===== src/rtl/alu_exec_stage.sv =====
// Execute-stage ALU with valid/ready handshakes; logic/arith ops take one cycle, shifts iterate one bit per cycle.
// Optional macro ALU_FAST_SHIFT_EN replaces the iterative shifter with a single-cycle barrel shifter.
module alu_exec_stage #(
    parameter int WIDTH   = 32,
    parameter int SHAMT_W = 5
) (
    input  logic               clk,
    input  logic               rst_n,
    input  logic               in_valid,
    output logic               in_ready,
    input  logic [3:0]         operation,
    input  logic [WIDTH-1:0]   op_a,
    input  logic [WIDTH-1:0]   op_b,
    output logic               out_valid,
    input  logic               out_ready,
    output logic [WIDTH-1:0]   result,
    output logic               zero,
    output logic               illegal_op
);

    typedef enum logic [1:0] {
        IDLE = 2'd0,
        BUSY = 2'd1,
        DONE = 2'd2
    } state_e;

    state_e             state_q, state_d;
    logic [WIDTH-1:0]   result_q, result_d;
    logic               zero_q, zero_d;
    logic               illegal_q, illegal_d;
    logic [SHAMT_W-1:0] cnt_q, cnt_d;
    logic [1:0]         kind_q, kind_d;
    logic               started_q, started_d;

    logic [SHAMT_W-1:0] shamt;
    logic               is_shift;
    logic               accept;
    logic [WIDTH-1:0]   alu_res;
    logic               alu_illegal;
    logic [WIDTH-1:0]   diff;
    logic               slt;

    // Shift kind is the low two opcode bits: 00 SLL, 01 SRL, 10 SRA.
    function automatic logic [WIDTH-1:0] shift1(input logic [WIDTH-1:0] v, input logic [1:0] kind);
        case (kind)
            2'b00:   return {v[WIDTH-2:0], 1'b0};
            2'b01:   return {1'b0, v[WIDTH-1:1]};
            default: return {v[WIDTH-1], v[WIDTH-1:1]};
        endcase
    endfunction

    assign shamt    = op_b[SHAMT_W-1:0];
    assign is_shift = (operation[3:2] == 2'b10) && (operation[1:0] != 2'b11);
    assign diff     = op_a - op_b;
    // Overflow-corrected signed less-than: differing signs decide directly.
    assign slt      = (op_a[WIDTH-1] != op_b[WIDTH-1]) ? op_a[WIDTH-1] : diff[WIDTH-1];

    // NOTE: every combinational output gets a default first so no latch is inferred.
    always_comb begin
        alu_res     = '0;
        alu_illegal = 1'b0;
        case (operation)
            4'b0000: alu_res = op_a & op_b;
            4'b0001: alu_res = op_a | op_b;
            4'b0010: alu_res = op_a + op_b;
            4'b0110: alu_res = diff;
            4'b0111: alu_res = {{(WIDTH-1){1'b0}}, slt};
            4'b1100: alu_res = op_a ^ op_b;
            default: alu_illegal = 1'b1;
        endcase
    end

    always_comb begin
        state_d   = state_q;
        result_d  = result_q;
        illegal_d = illegal_q;
        cnt_d     = cnt_q;
        kind_d    = kind_q;
        started_d = 1'b1;
        in_ready  = 1'b0;

        case (state_q)
            IDLE: in_ready = started_q;
            BUSY: begin
                result_d = shift1(result_q, kind_q);
                cnt_d    = cnt_q - SHAMT_W'(1);
                if (cnt_q == SHAMT_W'(1)) state_d = DONE;
            end
            DONE: begin
                in_ready = out_ready;
                if (out_ready) state_d = IDLE;
            end
            default: state_d = IDLE;
        endcase

        accept = in_valid && in_ready;
        if (accept) begin
            illegal_d = 1'b0;
            state_d   = DONE;
            if (is_shift) begin
                kind_d = operation[1:0];
                cnt_d  = shamt;
`ifdef ALU_FAST_SHIFT_EN
                case (operation[1:0])
                    2'b00:   result_d = op_a << shamt;
                    2'b01:   result_d = op_a >> shamt;
                    default: result_d = WIDTH'($signed(op_a) >>> shamt);
                endcase
`else
                result_d = op_a;
                if (shamt != '0) state_d = BUSY;
`endif
            end else begin
                result_d  = alu_res;
                illegal_d = alu_illegal;
            end
        end

        zero_d = (result_d == '0);
    end

    // NOTE: sequential state uses non-blocking assignments so all flops update together.
    always_ff @(posedge clk or negedge rst_n) begin
        if (!rst_n) begin
            state_q   <= IDLE;
            result_q  <= '0;
            zero_q    <= 1'b0;
            illegal_q <= 1'b0;
            cnt_q     <= '0;
            kind_q    <= 2'b00;
            started_q <= 1'b0;
        end else begin
            state_q   <= state_d;
            result_q  <= result_d;
            zero_q    <= zero_d;
            illegal_q <= illegal_d;
            cnt_q     <= cnt_d;
            kind_q    <= kind_d;
            started_q <= started_d;
        end
    end

    assign out_valid  = (state_q == DONE);
    assign result     = result_q;
    assign zero       = zero_q;
    assign illegal_op = illegal_q;

endmodule


===== config.mk =====
export PLATFORM = sky130hd
export DESIGN_NAME = alu_exec_stage
export DESIGN_NICKNAME = d
export VERILOG_FILES = /design/src/rtl/alu_exec_stage.sv
export SDC_FILE = /design/constraint.sdc
export NUM_CORES = 1
export LEC_CHECK = 0
export CAP_MARGIN = 20
export CORE_MARGIN = 8
export CORE_UTILIZATION = 48
export DETAILED_ROUTE_END_ITERATION = 8
export HOLD_SLACK_MARGIN = 0.15
export PLACE_DENSITY_LB_ADDON = 0.12
export SLEW_MARGIN = 5
export SYNTH_ARGS = -nofsm -noshare
export SYNTH_HDL_FRONTEND = slang
export SYNTH_SLANG_ARGS = --single-unit

===== constraint.sdc =====
create_clock -name clk -period 4.15 [get_ports clk]
set_input_delay 0.83 -clock clk [delete_from_list [all_inputs] [get_ports clk]]
set_output_delay 0.83 -clock clk [all_outputs]
set_load 0.05 [all_outputs]

==> impl_metrics.ini <==
[status]
outcome = complete, but fails checks
violated_checks = setup timing

[layout]
finish.utilization_pct = 77.0
layout.cells.non_filler = 1881
most_frequent_cells_in_the_layout = sky130_fd_sc_hd__buf_4, sky130_fd_sc_hd__nor2_1, sky130_fd_sc_hd__a21oi_1, sky130_fd_sc_hd__nand2_1, sky130_fd_sc_hd__inv_1
fin_nets = 1835
layout.filler_cells = 1332
most_common_cell_after_layout_fill_and_taps_aside = sky130_fd_sc_hd__buf_4
final_area_um2 = 13400
area_growth_syn_to_layout_pct = 56.4
drive_above_1_share_pct = 32.0

[synth]
synth_fp_nets = 1401
syn_inst = 1221
ys_async_sr_fraction_pct = 100
synth-warning-count = 0
synth-edff-count = 0
yosys.area.top_type = sky130_fd_sc_hd__ha_1
synthesis.area_um2 = 8540
yosys-top-cells-area = sky130_fd_sc_hd__ha_1, sky130_fd_sc_hd__dfrtp_1, sky130_fd_sc_hd__a21oi_1, sky130_fd_sc_hd__inv_1, sky130_fd_sc_hd__nor2_1
synth.distinct_cells = 83
avgSynthCellArea_um2 = 7.00
synthFlopType = sky130_fd_sc_hd__dfrtp_1
synth_largest_type_area_fraction_pct = 15.4
postSynthRegisterBits = 44
part_of_the_yosys_area_used_for_sequential_elements_pct = 12.9

[detailed_routing]
drt_wl_total_um = 41600
first_iter_violations = 1629
post-route-drc-count = 0
vias_per_cell = 6.37
vias = 12000
routed_wl_per_cell_um = 22.1
drt_pass1_iterations = 6
postRouteAntennaNets = 0

[worst_setup_path]
ff2ff_setup_slack_ns = 0.24
required_ns = 4.34
arrival_ns = 6.09
critical_path.reg2reg.endpoint = zero
r2r-start = state_q[1]
setup.worst_path.start = op_a[12]
crit_type = input pin to register
setup.worst_path.end = zero
crit_path_max_fanout = 4
r2r.worst_path.cells = 11
critical_path_end_type = register
worst_setup_path_start_kind = input pin

[timing]
setup-violations-final = 1
worst_slack_ns = -1.76
timing.final.crit_share_pct = 142
maxSlewHeadroom_pct = 53.9
worst_slew_pin_slew_ns = 0.690
fin_crit_ns = 5.91
final.setup_skew_ns = 0.00857
fmaxAchievable_mhz = 169
number_of_max_slew_violations_in_the_final_report = 0
timing_hold_violations_final = 0
rsz_0062_raised_after_global_routing = yes

[clock_tree]
cts_hold_buffers = 0
clkTransAtPathRegs_ns = 0.07
numCtsBuffers = 5
clock_tree.htree_level_count = 2
clk_latency_ns = 0.29
clock-root-buffer = sky130_fd_sc_hd__clkbuf_16
clockBufferDepth = 2
tritoncts = built
cts.sink_count = 44

[power_and_ir_drop]
power.total_mw = 4.10
total_leakage_power_nw = 6.21
pwr_density_cell_nw_per_um2 = 307
irDropWorstVdd_uv = 509

[global_routing]
grt-busiest-layer = met2
grt_first_pass_wirelength_um = 62100
grt.met3_usage_pct = 6.64
global_route.usage.met2_pct = 56.1
number_of_global_route_vias_before_repair = 11400
antenna_found_initial = 1
grt_use_total_pct = 35.1
use_met1_pct = 45.3
gr-total-overflow = 0
grt_max_degree = 45

[place]
dpl_hpwl_um = 32000
dpl_worst_slack_ns = -2.69
place.gp.congestion = 1.03
place_inst = 1849
post_place_cell_area_um2 = 12500
port_buffers = 107

[floorplan]
dieArea_um2 = 22300
initial_core_util_pct = 49.2
die_h_um = 149
die_x_um = 149
ioPinCount = 108
core_um2 = 17400
std_cell_rows = 48

[job]
max_cap_violations = 0

[hold_path]
kind_of_path_behind_the_tightest_hold_check = register to register
## state kept, by name, summed over array words and instances (netlist names)
| register | count |
|---|---|
| started_q | 1 |
| zero | 1 |
| result | 32 |
| illegal_op | 1 |
| kind_q | 2 |
| cnt_q | 5 |
| state_q | 2 |
## how the worst min path moves through the flow
stage | from | endpoint | slack, ns | depth (start not counted)
6_report | illegal_op | illegal_op | 0.52 | 2
5_1_grt | illegal_op | illegal_op | 0.56 | 2
4_1_cts | illegal_op | illegal_op | 0.52 | 2
3_5_place_dp | illegal_op | illegal_op | 0.50 | 2
3_3_place_gp | illegal_op | illegal_op | 0.51 | 2
2_1_floorplan | rst_n | cnt_q[0] | 0.53 | 0
## worst max-delay path: stages
cell                              delay [ns]
sky130_fd_sc_hd__clkdlybuf4s15_1        0.20
sky130_fd_sc_hd__inv_2                  0.05
sky130_fd_sc_hd__ha_4                   0.25
sky130_fd_sc_hd__or4_4                  0.61
sky130_fd_sc_hd__nor2_2                 0.15
sky130_fd_sc_hd__o2bb2ai_2              0.15
sky130_fd_sc_hd__nor3_4                 0.09
sky130_fd_sc_hd__o211a_1                0.30
sky130_fd_sc_hd__nor2_2                 0.14
sky130_fd_sc_hd__a21oi_2                0.08
sky130_fd_sc_hd__nor3_2                 0.11
sky130_fd_sc_hd__nor2_1                 0.06
sky130_fd_sc_hd__nor2_1                 0.08
sky130_fd_sc_hd__nor2_1                 0.07
sky130_fd_sc_hd__fa_2                   0.35
sky130_fd_sc_hd__a31oi_1                0.13
sky130_fd_sc_hd__o22ai_1                0.11
sky130_fd_sc_hd__o31ai_2                0.22
sky130_fd_sc_hd__nand4_1                0.13
sky130_fd_sc_hd__or4_1                  0.43
sky130_fd_sc_hd__or4_1                  0.42
sky130_fd_sc_hd__or4b_4                 0.51
sky130_fd_sc_hd__nor4_4                 0.22
sky130_fd_sc_hd__nand4b_1               0.13
sky130_fd_sc_hd__nor4_2                 0.26
## synthesized netlist by cell type, drive strengths merged, types with 12 or more instances
| library cell | n |
|---|---|
| ha | 105 |
| a211oi | 25 |
| clkbuf | 61 |
| nand4 | 13 |
| nand2 | 99 |
| inv | 115 |
| nor4 | 16 |
| buf | 23 |
| nor2 | 108 |
| nand3 | 22 |
| a221oi | 16 |
| dfrtp | 44 |
| nor3 | 41 |
| o21ai | 84 |
| o211ai | 16 |
| o31ai | 18 |
| nor2b | 18 |
| and2 | 14 |
| a31oi | 13 |
| a21o | 12 |
| a311oi | 17 |
| mux2i | 20 |
| a21oi | 108 |
## timing repair
item / 4_1_cts / 5_1_grt
pin swaps: 20 / 21
hold endpoints to repair: 0 / 0
setup buffers: 10 / 15
gates resized for setup: 82 / 65
setup endpoints to repair: 10 / 11
## per-stage QoR
step	hold slack, ns	setup TNS [ns]
detailed placement	0.502	-8.10
global route	0.556	-2.13
global placement	0.512	-7.22
floorplan	0.527	-1.54
CTS	0.518	-2.13
finish	0.518	-1.76
## report_power, final
| part | switching [mW] | leakage [nW] | internal (mW) |
|---|---|---|---|
| Sequential | 0.207 | 0.560 | 0.577 |
| Clock | 0.171 | 0.0657 | 0.219 |
| Combinational | 1.72 | 5.59 | 1.21 |
| Total | 2.10 | 6.21 | 2.01 |
## kinds of logic (layout without fill, tap and decap cells)
kind of cell | count (synthesis) | after routing | share of synthesized area [%]
compound gates | 438 | 438 | 34.9
buf+inv | 199 | 633 | 9.02
flops | 44 | 44 | 12.9
other cells | 1 | 2 | 0.0439
xor+xnor | 14 | 14 | 1.44
mux | 21 | 21 | 2.48
simple gates | 396 | 396 | 23.1
fa+ha+maj | 108 | 108 | 16.1
## cell type report
cell class / count / area, µm² / area share, %
multi-input cells: 978 / 7210 / 54.0
flip-flops and latches: 44 / 1100 / 8.24
well taps: 225 / 282 / 2.11
repair buffers: 511 / 4200 / 31.4
diodes: 1 / 2.50 / 0.0187
clock buffers: 5 / 125 / 0.937
inverters: 115 / 432 / 3.23
clock inverters: 2 / 12.5 / 0.0937
## metal layers
layer  vias up  share of wire, %
li1       5374                 -
met1      5546                39
met2       880                44
met3       181                12
met4         0               4.7
met5         -                 0
Power figures use the tool's default switching activity.
